## src/rtl/load_ext_pipe_pkg.sv

```systemverilog
// Shared CPU load definitions: load-type encodings, access sizes and
// small decode helpers used by the load pipeline and the instruction decoder.
package load_ext_pipe_pkg;

   // 3-bit load-type encodings
   typedef enum logic [2:0] {
      LD_LB   = 3'b000,
      LD_LBU  = 3'b001,
      LD_LH   = 3'b010,
      LD_LHU  = 3'b011,
      LD_LW   = 3'b100,
      LD_LWU  = 3'b101,
      LD_LD   = 3'b110,
      LD_RSVD = 3'b111
   } load_type_e;

   // Access sizes in bytes; SIZE_NONE marks the reserved encoding
   localparam logic [3:0] SIZE_NONE = 4'd0;
   localparam logic [3:0] SIZE_B    = 4'd1;
   localparam logic [3:0] SIZE_H    = 4'd2;
   localparam logic [3:0] SIZE_W    = 4'd4;
   localparam logic [3:0] SIZE_D    = 4'd8;

   // Number of bytes touched by a load type
   function automatic logic [3:0] load_size(input logic [2:0] ltype);
      logic [3:0] size;
      case (ltype)
         LD_LB, LD_LBU: size = SIZE_B;
         LD_LH, LD_LHU: size = SIZE_H;
         LD_LW, LD_LWU: size = SIZE_W;
         LD_LD:         size = SIZE_D;
         LD_RSVD:       size = SIZE_NONE;
         default:       size = SIZE_NONE;
      endcase
      return size;
   endfunction

   // Loads that sign-extend their result
   function automatic logic load_is_signed(input logic [2:0] ltype);
      return (ltype == LD_LB) || (ltype == LD_LH) || (ltype == LD_LW);
   endfunction

endpackage

```

## src/rtl/load_lane_sel.sv

```systemverilog
// Combinational byte-lane selection: picks the addressed bytes out of the raw
// memory word, right-aligns them to bit 0 and flags misaligned/illegal loads.
module load_lane_sel
   import load_ext_pipe_pkg::*;
#(
   parameter int DATA_W     = 32,
   parameter bit BIG_ENDIAN = 1'b0,
   localparam int NB        = DATA_W / 8,
   localparam int AW        = $clog2(NB)
) (
   input  logic [DATA_W-1:0] data,
   input  logic [AW-1:0]     addr_lo,
   input  logic [2:0]        ltype,
   output logic [DATA_W-1:0] aligned,
   output logic [DATA_W-1:0] mask,
   output logic              err
);

   logic [3:0]        size;
   logic [3:0]        addr4;
   logic [3:0]        lane_off;
   logic [DATA_W-1:0] shifted;

   assign size  = load_size(ltype);
   assign addr4 = 4'(addr_lo);

   // Byte-granular mask covering the low 'size' bytes of the result
   for (genvar gi = 0; gi < NB; gi++) begin : g_mask
      assign mask[8*gi +: 8] = (4'(gi) < size) ? 8'hFF : 8'h00;
   end

   // Big-endian puts the lowest address in the most significant lane, so
   // the aligned field sits at the mirrored lane offset within the word.
   assign lane_off = BIG_ENDIAN ? (4'(NB) - addr4 - size) : addr4;
   assign shifted  = data >> {lane_off, 3'b000};

   // Legality: reserved type, access wider than the bus, LWU on a 32-bit
   // bus, or an offset that is not a multiple of the access size
   always_comb begin
      err = 1'b0;
      if (size == SIZE_NONE) begin
         err = 1'b1;
      end else if (size > 4'(NB)) begin
         err = 1'b1;
      end else if ((DATA_W == 32) && (ltype == LD_LWU)) begin
         err = 1'b1;
      end else if ((addr4 & (size - 4'd1)) != 4'd0) begin
         err = 1'b1;
      end
   end

   assign aligned = err ? '0 : (shifted & mask);

endmodule

```

## src/rtl/load_ext_pipe.sv

```systemverilog
// Two-stage load extension pipeline: S1 selects and aligns the addressed
// bytes, S2 sign/zero-extends and holds the result under back-pressure.
module load_ext_pipe
   import load_ext_pipe_pkg::*;
#(
   parameter int DATA_W     = 32,
   parameter int TAG_W      = 5,
   parameter bit BIG_ENDIAN = 1'b0,
   localparam int AW        = $clog2(DATA_W / 8)
) (
   input  logic              clk,
   input  logic              rst,
   input  logic              flush,
   input  logic              in_valid,
   output logic              in_ready,
   input  logic [DATA_W-1:0] in_data,
   input  logic [AW-1:0]     in_addr_lo,
   input  logic [2:0]        in_type,
   input  logic [TAG_W-1:0]  in_tag,
   output logic              out_valid,
   input  logic              out_ready,
   output logic [DATA_W-1:0] out_data,
   output logic [TAG_W-1:0]  out_tag,
   output logic              out_err,
   output logic [15:0]       err_count
);

   logic [DATA_W-1:0] sel_aligned;
   logic [DATA_W-1:0] sel_mask;
   logic              sel_err;

   logic              s1_valid_reg;
   logic [DATA_W-1:0] s1_data_reg;
   logic [DATA_W-1:0] s1_mask_reg;
   logic [3:0]        s1_size_reg;
   logic              s1_signed_reg;
   logic              s1_err_reg;
   logic [TAG_W-1:0]  s1_tag_reg;

   logic              out_valid_reg;
   logic [DATA_W-1:0] out_data_reg;
   logic [TAG_W-1:0]  out_tag_reg;
   logic              out_err_reg;
   logic [15:0]       err_count_reg;

   logic              s2_can;
   logic              sign_bit;
   logic [DATA_W-1:0] ext_data_next;

   load_lane_sel #(
      .DATA_W     (DATA_W),
      .BIG_ENDIAN (BIG_ENDIAN)
   ) u_lane_sel (
      .data    (in_data),
      .addr_lo (in_addr_lo),
      .ltype   (in_type),
      .aligned (sel_aligned),
      .mask    (sel_mask),
      .err     (sel_err)
   );

   // S2 can take new data when empty or when its content leaves this cycle
   assign s2_can   = !out_valid_reg || out_ready;
   assign in_ready = !s1_valid_reg || s2_can;

   // Stage 1: capture the aligned field plus what S2 needs to extend it
   always_ff @(posedge clk or posedge rst) begin
      if (rst) begin
         s1_valid_reg  <= 1'b0;
         s1_data_reg   <= '0;
         s1_mask_reg   <= '0;
         s1_size_reg   <= SIZE_NONE;
         s1_signed_reg <= 1'b0;
         s1_err_reg    <= 1'b0;
         s1_tag_reg    <= '0;
      end else if (flush) begin
         s1_valid_reg <= 1'b0;
      end else if (in_ready) begin
         s1_valid_reg <= in_valid;
         if (in_valid) begin
            s1_data_reg   <= sel_aligned;
            s1_mask_reg   <= sel_mask;
            s1_size_reg   <= load_size(in_type);
            s1_signed_reg <= load_is_signed(in_type);
            s1_err_reg    <= sel_err;
            s1_tag_reg    <= in_tag;
         end
      end
   end

   // Extension: replicate the field's top bit above the mask for signed loads
   always_comb begin
      sign_bit = 1'b0;
      case (s1_size_reg)
         SIZE_B:  sign_bit = s1_data_reg[7];
         SIZE_H:  sign_bit = s1_data_reg[15];
         SIZE_W:  sign_bit = s1_data_reg[31];
         default: sign_bit = 1'b0;
      endcase
      ext_data_next = s1_data_reg |
                      ({DATA_W{s1_signed_reg & sign_bit}} & ~s1_mask_reg);
   end

   // Stage 2: output register, frozen while the consumer stalls
   always_ff @(posedge clk or posedge rst) begin
      if (rst) begin
         out_valid_reg <= 1'b0;
         out_data_reg  <= '0;
         out_tag_reg   <= '0;
         out_err_reg   <= 1'b0;
      end else if (flush) begin
         out_valid_reg <= 1'b0;
      end else if (s2_can) begin
         out_valid_reg <= s1_valid_reg;
         if (s1_valid_reg) begin
            out_data_reg <= ext_data_next;
            out_tag_reg  <= s1_tag_reg;
            out_err_reg  <= s1_err_reg;
         end
      end
   end

   // Saturating count of errored transfers; a flush does not cancel the
   // transfer completing in the same cycle
   always_ff @(posedge clk or posedge rst) begin
      if (rst) begin
         err_count_reg <= 16'h0000;
      end else if (out_valid_reg && out_ready && out_err_reg &&
                   (err_count_reg != 16'hFFFF)) begin
         err_count_reg <= err_count_reg + 16'd1;
      end
   end

   assign out_valid = out_valid_reg;
   assign out_data  = out_data_reg;
   assign out_tag   = out_tag_reg;
   assign out_err   = out_err_reg;
   assign err_count = err_count_reg;

endmodule

```

## config.mk

```make
export PLATFORM = sky130hd
export DESIGN_NAME = load_ext_pipe
export DESIGN_NICKNAME = d
export VERILOG_FILES = /design/src/rtl/load_ext_pipe_pkg.sv /design/src/rtl/load_lane_sel.sv /design/src/rtl/load_ext_pipe.sv
export SDC_FILE = /design/constraint.sdc
export NUM_CORES = 1
export LEC_CHECK = 0
export ABC_CLOCK_PERIOD_IN_PS = 5500
export CAP_MARGIN = 20
export CORE_ASPECT_RATIO = 1.2
export CORE_MARGIN = 2
export CORE_UTILIZATION = 45
export CTS_BUF_LIST = sky130_fd_sc_hd__clkbuf_4
export DETAILED_ROUTE_END_ITERATION = 12
export PLACE_DENSITY = 0.72
export SLEW_MARGIN = 0
export SYNTH_ARGS = -nofsm -noshare
export SYNTH_HDL_FRONTEND = slang
export SYNTH_SLANG_ARGS = --single-unit
```

## constraint.sdc

```tcl
create_clock -name clk -period 5.5 [get_ports clk]
set_input_delay 1.65 -clock clk [delete_from_list [all_inputs] [get_ports clk]]
set_output_delay 1.65 -clock clk [all_outputs]
set_load 0.01 [all_outputs]
```

==> summary.txt <==
Timing
  – Max transition margin: between 40% and 50%
  – Clk_skew: 0.0177 ns
  – RSZ-0062 raised after global routing: false
  – Fin crit share: 83.6%
  – Setup tns final: 0 ns
  – Least-Margin Pin Slew: 0.881 ns
  – Fin. Hold Viols: 0
  – Fmax: 0.217 GHz
  – Final setup vio count: 0
  – Tmin final: 4.60 ns
  – Pins Over Slew Limit: 0

Power and ir drop
  – Switching power: 475 uW
  – Power density cells: 259 nW/um^2
  – Peak supply drop: 0.134 mV
  – Net Sw Frac: 29.9%
  – Leak: 0.00287 uW
  – Combinational fraction of design power: 20.9%
  – Clock share of power: 23.4%
  – Flop pwr share: 55.7%
  – Post-layout total power: about 1600 uW
  – Pint: 1110 uW

Min path
  – Hold path cells: 1
  – Worst Hold Path EP: s1_signed_reg
  – Hold_sp: s1_signed_reg
  – Worst Hold Class: reg -> reg

Clock network
  – Num CTS Buffers: 9
  – Cts repair resizes: 0
  – CTS root buf: clkbuf_4
  – H-tree levels: 3
  – CTS tree: yes
  – CTS Sinks: 103
  – Postcts setup bufs: 0
  – Clk buf depth: 2
  – CTS Hold Bufs: 0
  – Worst-path clk slew: 0.16 ns
  – Clk Latency, worst-skew pair: 0.48 ns

Worst setup path
  – R2R Setup Slk: 3.19 ns
  – RR Endpoint: out_err
  – Worst EP required: 3.85 ns
  – Crit-path slowest cell: clkdlybuf4s50_1
  – Worst R2R Start: out_valid
  – CP max stage delay: 0.56 ns
  – Cells along the critical path: clkdlybuf4s50_1, nand3b_2, clkdlybuf4s50_1
  – Reg2reg path depth: 4
  – Crit path DAT: 2.95 ns
  – CP startpoint kind: primary input
  – Setup Crit Path Kind: in -> out
  – Most used cell, CP: clkdlybuf4s50_1
  – Crit-path max FO: 4
  – CP endpoint kind: output port

Routing
  – Iteration-0 DRC count of the detailed router: approximately 200
  – Vias/cell: 5.47
  – Vias post-DR: 3579
  – ANT nets after route: 0
  – Wire length per cell after detailed routing: approximately 17 um
  – DR DRC count: 0
  – Final wirelength: 11300 um
  – Drt pass-1 iters: 4

Logic synthesis
  – Top_reg_cell synth: dfrtp_1
  – Syn nets: 473
  – Unique masters post-synth: 49
  – Post-synth top area cell: dfrtp_1
  – Syn Inst Count: ~420
  – Seq/Total Area, Yosys: 53.2%
  – EDFF count, synth: 0
  – Synthesized cell area: between 4000 and 5000 um^2
  – Largest cells by area after synthesis: dfrtp_1 (53%), mux2i_1 (9.9%), nand2_1 (5.3%), mux2_2 (3.3%), a22o_1 (2.9%)
  – Synth top area share: between 50% and 60%
  – Average cell area after synthesis: 11.5 um^2
  – Yosys warns: 0
  – Synthesis-stage register bit count: 103
  – Ys async rst share: 100%

GRT
  – Initial antenna violation count: 0
  – First-pass GRT wire length: 18400 um
  – Met3 usage: under 10%
  – Grt total ovfl: 0
  – Largest net degree at the start of global routing: 88
  – Vias in the first global route: 3613
  – Routing usage on met1: 27.1%
  – GRT busiest layer: met2
  – Met2 usage: a little under a third
  – Total track usage: 19.9%

Status
  – Outcome: finished clean

Layout
  – Share of layout cells above drive strength 1: under 10%
  – Most frequent cells in the layout: dfrtp_1 (103), clkdlybuf4s50_1 (102), nand2_1 (68)
  – Final nets: 571
  – Most common cell after layout, fill and taps aside: dfrtp_1
  – Layout area overhead: 26.6%
  – Antenna Cells: 0

Floorplan
  – Die Ht: 118 um
  – Io pins: slightly above 100
  – # rows: 41
  – Initial Utilization: 46.0%
  – Die Width: between 90 and 100 um
  – Core area: 10500 um^2
  – Die area: about 12000 um^2

Place
  – I/O Buffers: 102
  – Final Wtd Congestion: 0.845
  – DP HPWL: 7930 um

Run
  – Number of maximum-capacitance violations: 0
[metal layers]
layer	vias to the layer above	part of all wire, %	wire length, um
met4	0	1.1	127
met5	-	0	0
met3	11	6.5	730
li1	1695	-	-
met2	115	47	5320
met1	1758	45	5120
[critical path, delay by kind of cell]
family | cells | cell delay [ns]
buffers and inverters | 2 | 1.09
AND/OR/NAND/NOR | 1 | 0.21
[area by class of cell]
type | count | area [um^2]
sequential | 103 | 2580
timing repair buffer | 109 | 1110
clock inverter | 6 | 52.6
multi-input combinational | 285 | 2100
fill | 920 | 4390
tap | 129 | 161
inverter | 12 | 52.6
clock buffer | 10 | 75.1
[cell usage after synthesis, types with 2 or more instances]
library cell and instances:
o2111ai_1 4, inv_1 11, mux2_2 14, nand4_1 8, o21ai_0 23, and3_1 3
and4_1 2, nor4_4 3, buf_2 10, a21oi_1 7, nor3_1 5, nand2b_1 3
nor2b_1 12, buf_4 2, buf_6 2, a211o_1 9, nand2_1 69, dfrtp_1 103
xnor2_1 4, nor3_4 2, nand3b_1 3, nor2_1 6, nand3_1 6, mux2i_1 48
a22o_1 16, clkbuf_1 6, a32o_1 8, xor2_1 8, ha_1 4, nor3b_1 2
[stage by stage]
step	hold WS (ns)	cell area, um^2	util (%)	setup WS (ns)	cells
final	0.497	6130	58.3	0.901	654
after global routing	0.505	6130	58.3	0.861	654
after CTS	0.495	6080	57.8	0.893	652
after detailed placement	0.460	5950	56.6	0.895	636
after global placement	0.451	5950	56.6	0.906	636
after floorplan	0.442	4840	-	1.15	422
[worst max-delay path by stage]
stage / startpoint / to / slack, ns / cells past startpoint
after floorplan: rst / err_count[0] / 1.15 / 1
after CTS: out_ready / in_ready / 0.89 / 3
final: out_ready / in_ready / 0.90 / 3
after global routing: out_ready / in_ready / 0.86 / 3
after detailed placement: out_ready / in_ready / 0.89 / 3
after global placement: out_ready / in_ready / 0.91 / 3
[power groups by stage]
stage | clock network [uW] | logic [uW] | registers, uW
2_1_floorplan | 0 | 146 | 907
3_3_place_gp | 0 | 322 | 895
3_5_place_dp | 0 | 332 | 898
4_1_cts | 384 | 332 | 884
5_1_grt | 411 | 362 | 896
6_report | 372 | 333 | 885
[cells by family (layout without fill, tap and decap cells)]
| group | count (synthesis) | after routing | share of synthesized area [%] |
|---|---|---|---|
| compound gates | 72 | 72 | 11.1 |
| buf+inv | 34 | 137 | 3.49 |
| fa+ha+maj | 4 | 4 | 1.03 |
| xor+xnor | 12 | 12 | 2.17 |
| simple gates | 134 | 134 | 15.5 |
| mux | 63 | 63 | 13.4 |
| flops | 103 | 103 | 53.2 |
No activity file was read; power rests on OpenSTA's default activity.
